**config.mk**
```make
export PLATFORM = sky130hd
export DESIGN_NAME = mux_nto1_rr
export DESIGN_NICKNAME = d
export VERILOG_FILES = /design/src/rtl/mux_nto1_rr.sv
export SDC_FILE = /design/constraint.sdc
export NUM_CORES = 1
export LEC_CHECK = 0
export ABC_AREA = 1
export ABC_CLOCK_PERIOD_IN_PS = 2620
export CORE_UTILIZATION = 25
export DETAILED_ROUTE_END_ITERATION = 7
export GPL_ROUTABILITY_DRIVEN = 0
export PLACE_DENSITY = 0.48
export SKIP_CTS_REPAIR_TIMING = 1
export SLEW_MARGIN = 20
export SYNTH_ARGS = -nofsm -noshare
export SYNTH_HDL_FRONTEND = slang
export SYNTH_SLANG_ARGS = --single-unit
```
**constraint.sdc**
```tcl
create_clock -name clk -period 2.62 [get_ports clk]
set_clock_uncertainty 0.15 [all_clocks]
set_input_delay 0.393 -clock clk [delete_from_list [all_inputs] [get_ports clk]]
set_output_delay 0.393 -clock clk [all_outputs]
set_load 0.01 [all_outputs]
```
**src/rtl/mux_nto1_rr.sv**
```systemverilog
// N-to-1 valid/ready multiplexer with a one-entry registered output, fixed-select or round-robin grant.
// Define MUX_NTO1_CNT_EN to add the 16-bit xfer_cnt output-transfer counter.
module mux_nto1_rr #(
  parameter int W = 8,
  parameter int N = 4,
  localparam int SELW = $clog2(N)
) (
  input  logic            clk,
  input  logic            rst,
  input  logic [N*W-1:0]  in_data,
  input  logic [N-1:0]    in_valid,
  output logic [N-1:0]    in_ready,
  input  logic            mode,
  input  logic [SELW-1:0] s,
  output logic [W-1:0]    y,
  output logic            y_valid,
  input  logic            y_ready,
  output logic [SELW-1:0] y_sel
`ifdef MUX_NTO1_CNT_EN
  ,
  output logic [15:0]     xfer_cnt
`endif
);

  logic            load;
  logic            grant;
  logic [SELW-1:0] g;
  logic [SELW-1:0] ptr;
  int unsigned     idx;

  assign load = !y_valid || y_ready;

  // Round-robin scans from ptr upward with wrap; first valid channel wins.
  always_comb begin
    grant = 1'b0;
    g     = '0;
    idx   = 0;
    if (!mode) begin
      if (int'(s) < N && in_valid[s]) begin
        grant = 1'b1;
        g     = s;
      end
    end else begin
      for (int unsigned i = 0; i < N; i++) begin
        idx = (int'(ptr) + i) % N;
        if (!grant && in_valid[idx[SELW-1:0]]) begin
          grant = 1'b1;
          g     = idx[SELW-1:0];
        end
      end
    end
  end

  always_comb begin
    in_ready = '0;
    if (!rst && load && grant) in_ready[g] = 1'b1;
  end

  always_ff @(posedge clk) begin
    if (rst) begin
      y       <= '0;
      y_valid <= 1'b0;
      y_sel   <= '0;
      ptr     <= '0;
    end else if (load) begin
      if (grant) begin
        y       <= in_data[g*W +: W];
        y_sel   <= g;
        y_valid <= 1'b1;
        ptr     <= (g == SELW'(N-1)) ? '0 : g + 1'b1;
      end else begin
        y_valid <= 1'b0;
      end
    end
  end

`ifdef MUX_NTO1_CNT_EN
  always_ff @(posedge clk) begin
    if (rst) xfer_cnt <= '0;
    else if (y_valid && y_ready) xfer_cnt <= xfer_cnt + 16'd1;
  end
`endif

endmodule

```
==> results_dict.tcl, run 1 <==
set metrics [dict create \
    synthTopCellsByCount "64 x nand2_1, 49 x inv_1, 39 x nand3_1" \
    rr_startpoint "ptr[0]" \
    grt_pass1_vias 1457 \
    drtPass1Iterations 4 \
    netlist_area_um2 1390 \
    yosysTopAreaCell "dfxtp_1" \
    outcome "complete, but fails checks" \
    use_met2_pct 22.1 \
    gr-total-overflow 0 \
    synthesis.nets 292 \
    clkTransAtPathRegs_ps 60 \
    antenna_found_initial 0 \
    path_max_fanout 7 \
    grt_use_met1_pct 21.7 \
    instances_no_fill 395 \
    fin_crit_ps 2620 \
    num_vias 1709 \
    initial_core_util_pct 26.6 \
    seq_area_um2 268 \
    yosysMostFrequentCell "nand2_1" \
    drc 0 \
    synth_area_leaders "dfxtp_1 19%, nand2_1 17%, nand3_1 14%, inv_1 13%, nor2_1 7.3%" \
    setup_tns_ps -0.709 \
    reg2reg_slack_ps 350 \
    ys_ff_latch 13 \
    reg2reg_to "y[3]" \
    yosys.cell_types.count 22 \
    setup_ws_ps -0.709 \
    grtUsageTotal_pct 14.7 \
    cts_sinks 13 \
    area_growth_pct 74.0 \
    diodes 0 \
    htree_num_levels 1 \
    syn_avg_cell_area_um2 5.66 \
    critPathLaunchType "flop" \
    dpl.hpwl_um 3390 \
    critPathCaptureType "output pin" \
    use_met3_pct 1.32 \
    multi_input_area_um2 1060 \
    cts_tree "built" \
    finalCritPeriodShare_pct 100 \
    grt_start_max_net_pins 24 \
    critPathArrivalTime_ps 2080 \
    synth_edf_count 0 \
    crit_path_end "in_ready[0]" \
    finalSetupViolCount 1 \
    dieWidth_um 76.6 \
    crit_type "flop to output pin" \
    hold_class "flop to flop" \
    grt-busiest-layer "met2" \
    grt_setup_unrepaired "true" \
    routed_via_density 4.33 \
    fillCellCount 544 \
    nNetsFinal 372 \
    fmax_mhz 382 \
    crit_start "ptr[0]" \
    maxCapViolations 0 \
    ios 57 \
    hold_viol 0 \
    syn_inst 246 \
    numCtsBuffers 3 \
    slew_headroom_pct 75.7 \
    drive_gt1_share_pct 31.4 \
    grt_pass1_wl_um 6870 \
    routed_wl_um 4660 \
    core_area_um2 5240 \
    async_reset_ff_share_pct 0 \
    yosysTopAreaCellShare_pct 18.7 \
    vdd.ir_drop.worst_v 0.000304 \
    antenna_left 0 \
    worst_pin_slew_ps 363 \
    ys_warn_count 0 \
    synth-seq-area-share_pct 18.7 \
    cp.required_ps 2080 \
    wire_per_inst_um 11.8 \
    die_h_um 76.6 \
    io_buffers 56 \
    p_leak_nw 1.27 \
    post-route-cell-area_um2 2420 \
    violations "negative setup slack" \
    slew_viol_final 0 \
    power.density_nw_per_um2 583 \
    synth_ff_type "dfxtp_1" \
    preCtsSetupSlack_ps -608 \
    root_buffer "clkbuf_8" \
    cts_buffer_depth 2 \
    reg2reg_depth 15 \
    drt_iter0_drc 69 \
    row_count 26 \
    dp_cells 385 \
    whs_ps 394 \
    insertion_delay_ps 240 \
    postPlaceCellArea_um2 2140 \
    dieArea_um2 5870 \
]
-- cell families after synthesis --
group	share of synthesized area [%]
flip-flops	18.7
AND/OR/NAND/NOR	52.6
buffers and inverters	18.1
adder cells (fa/ha/maj)	3.59
AO/OA/AOI/OAI	7.10
-- layout by cell type (no fill, tap or decap), types with 3 or more instances in the layout --
cell,n
a21oi_1,4
nor2_2,3
clkdlybuf4s50_1,47
nand2_4,5
nand2_1,36
o21ai_0,5
buf_4,23
nand3_2,3
nand3_1,36
nor2_1,23
inv_1,45
clkbuf_8,3
nand2_2,36
dfxtp_1,11
nand3b_1,8
dlymetal6s2s_1,5
nor2_4,4
inv_2,7
buf_2,3
-- critical path: stages (launching register included) --
cell	delay, ps
dfxtp_4	390
buf_8	150
nand2_2	50
nand2_1	70
nand2_2	70
nand2_2	80
nor2_4	50
nand2_1	80
nand2_2	70
nor2_4	140
nor2_2	70
nor2_4	160
ha_2	180
inv_1	30
nor2_1	90
buf_2	140
-- worst min path at each step --
stage / startpoint / end / slack, ps / cells after the start
final: y_sel[0] / y_sel[0] / 390 / 2
after global routing: y_sel[1] / y_sel[1] / 430 / 2
after CTS: y_sel[0] / y_sel[0] / 400 / 2
after detailed placement: y_sel[1] / y_sel[1] / 380 / 2
after global placement: y_sel[1] / y_sel[1] / 380 / 2
after floorplan: ptr[1] / ptr[1] / 390 / 2
-- registers in the layout, indices dropped and copies added (netlist names) --
| name | count |
|---|---|
| y_sel | 2 |
| y | 8 |
| ptr | 2 |
| y_valid | 1 |
-- where the power goes --
group	switching, mW	internal [mW]	total (mW)
combinational	0.527	0.433	0.960
clock	0.0710	0.107	0.178
sequential	0.0311	0.242	0.274
-- layer usage --
layer	wire (um)	part of all wire, %
met4	59	1.3
met2	2160	46
met5	0	0
met3	128	2.7
met1	2320	50
-- stage by stage --
step	utilization (%)	power, mW
global placement	40.8	1.07
detailed placement	40.8	1.07
floorplan	-	0.763
CTS	41.7	1.25
global route	46.3	1.54
finish	46.3	1.41
-- cell type report --
cell class              instances  area share, %
flip-flops and latches         13           11.0
clock buffers                   4           1.86
repair buffers                 82           31.5
inverters                      53           8.42
multi-input cells             173           43.6
well taps                      70           3.61
(Power assumes the default switching activity.)
==> run 2: changes to the inputs <==
--- a/config.mk
+++ b/config.mk
@@ -6,11 +6,10 @@
 export NUM_CORES = 1
 export LEC_CHECK = 0
 export ABC_AREA = 1
-export ABC_CLOCK_PERIOD_IN_PS = 2620
-export CORE_UTILIZATION = 25
+export CORE_UTILIZATION = 43
 export DETAILED_ROUTE_END_ITERATION = 7
 export GPL_ROUTABILITY_DRIVEN = 0
-export PLACE_DENSITY = 0.48
+export PLACE_DENSITY = 0.77
 export SKIP_CTS_REPAIR_TIMING = 1
 export SLEW_MARGIN = 20
 export SYNTH_ARGS = -nofsm -noshare
==> run 2 against run 1 <==
  * The run still ends with negative setup slack left
  * Critical endpoint unchanged
  * Core utilization up 33 points
  * Sequential power down 3%
  * Largest power group unchanged
  * Power up 1.2%
  * Largest cell class unchanged
  * Setup slack worse by 56 ps
  * Die area down 41%
  * Worst hold slack worse by 6.4 ps
  * Highest routed layer is now met3
  * Critical path depth down 2
==> results_dict.tcl, run 2 (synthesis results as in run 1) <==
set metrics [dict create \
    outcome "complete, but fails checks" \
    violations "negative setup slack" \
    finalCritPeriodShare_pct 102 \
    final_cell_mix "48 x clkdlybuf4s50_1, 42 x inv_1, 37 x nand2_1" \
    nNetsFinal 373 \
    routed_via_density 4.90 \
    largest-register "y" \
    crit_start "ptr[0]" \
    slew_viol_final 0 \
    cts_buffer_depth 2 \
    drtPass1Iterations 4 \
    crit_buf_inv 3 \
    cts_sinks 13 \
    path_max_fanout 9 \
    slew_headroom_pct 80.0 \
    crit_type "flop to output pin" \
    drc 0 \
    path_cells "inv_6 > nand2_1 > nand2_4 > nor2_1 > nor2_2 > nor2_4 > nor2_4 > nor2_4 > nor2_4 > ha_2 > inv_2 > nor2_2 > buf_2" \
    finalSetupViolCount 4 \
    htree_num_levels 1 \
    dieArea_um2 3470 \
    cts_tree "built" \
    reg.largest.list "y x8, ptr x2, y_sel x2" \
    rr_startpoint "ptr[0]" \
    area_growth_pct 74.5 \
    dieWidth_um 58.9 \
    die_h_um 58.9 \
    core_area_um2 3050 \
    p_leak_nw 1.29 \
    grt_setup_unrepaired "true" \
    insertion_delay_ps 280 \
    numCtsBuffers 3 \
    critPathCaptureType "output pin" \
    row_count 20 \
    antenna_found_initial 0 \
    hold_viol 0 \
    final_util_pct 79.6 \
    initial_core_util_pct 45.6 \
    ios 57 \
    holdCritStartpoint "ptr[0]" \
    grt_pass1_wl_um 6180 \
    grt_pass1_vias 1510 \
    dpl.hpwl_um 2900 \
    vdd.ir_drop.worst_v 0.000365 \
    routed_wl_um 4550 \
    power.density_nw_per_um2 588 \
    final_common_cell "clkdlybuf4s50_1" \
    path_common_cell "nor2_4" \
    max_stage_delay_ps 390 \
    num_vias 1812 \
    worst_pin_slew_ps 299 \
    maxCapViolations 0 \
    setup_tns_ps -108 \
    antenna_left 0 \
    grtUsageTotal_pct 22.8 \
    preCtsSetupSlack_ps -526 \
    cp.required_ps 2080 \
    grt_start_max_net_pins 24 \
    fin_crit_ps 2680 \
    critPathArrivalTime_ps 2130 \
    root_buffer "clkbuf_4" \
    cp_top_family "simple AND/OR/NAND/NOR gates" \
    drive_gt1_share_pct 33.7 \
    largest_reg_flops 8 \
    clkTransAtPathRegs_ps 90 \
    wire_per_inst_um 12.3 \
    io_buffers 56 \
    critPathLaunchType "flop" \
    diodes 0 \
    setup_ws_ps -57.0 \
    fillCellCount 219 \
    gr-total-overflow 0 \
    fmax_mhz 374 \
    drt_iter0_drc 135 \
    worst_path_max_delay_cell "dfxtp_4" \
    hold_class "flop to flop" \
]
[run 2: report_power, final]
part	switching, mW	internal, mW
sequential	0.0274	0.240
combinational	0.569	0.465
clock	0.0710	0.0567
total	0.667	0.762
[run 2: path summary, 6_finish.rpt]
check | to | depth (start not counted) | slack, ps
worst max-delay path | in_ready[0] | 13 | -60
worst min-delay path | ptr[0] | 2 | 390
worst min register to register | ptr[0] | 2 | 390
worst max register to register | y[6] | 18 | 360
[run 2: worst min-delay path, delay by kind of cell (launching register included)]
| kind | cells | cell delay (ps) |
|---|---|---|
| compound gates | 1 | 50 |
| simple gates | 1 | 70 |
| flops | 1 | 390 |
[run 2: through the flow]
stage,instance area (um^2),hold WS (ps),power (mW),instances
finish,2430,388,1.43,370
global route,2430,417,1.55,370
CTS,2160,376,1.20,366
detailed placement,2130,363,1.06,362
global placement,2130,358,1.06,362
floorplan,1390,390,0.763,246
[run 2: metal layers]
metal | wire, um | GRT usage [%]
met1 | 1930 | 28.5
met2 | 2320 | 40.3
met3 | 291 | 4.62
met4 | 0 | 4.76
met5 | 0 | 0
[run 2: cell type report]
| type | instances | area, um^2 | share of cell area (%) |
|---|---|---|---|
| clock inverter | 1 | 5.00 | 0.206 |
| sequential | 13 | 264 | 10.9 |
| clock buffer | 3 | 22.5 | 0.927 |
| inverter | 53 | 206 | 8.50 |
| tap | 44 | 55.1 | 2.27 |
| multi-input combinational | 173 | 1110 | 45.6 |
| timing repair buffer | 83 | 768 | 31.6 |
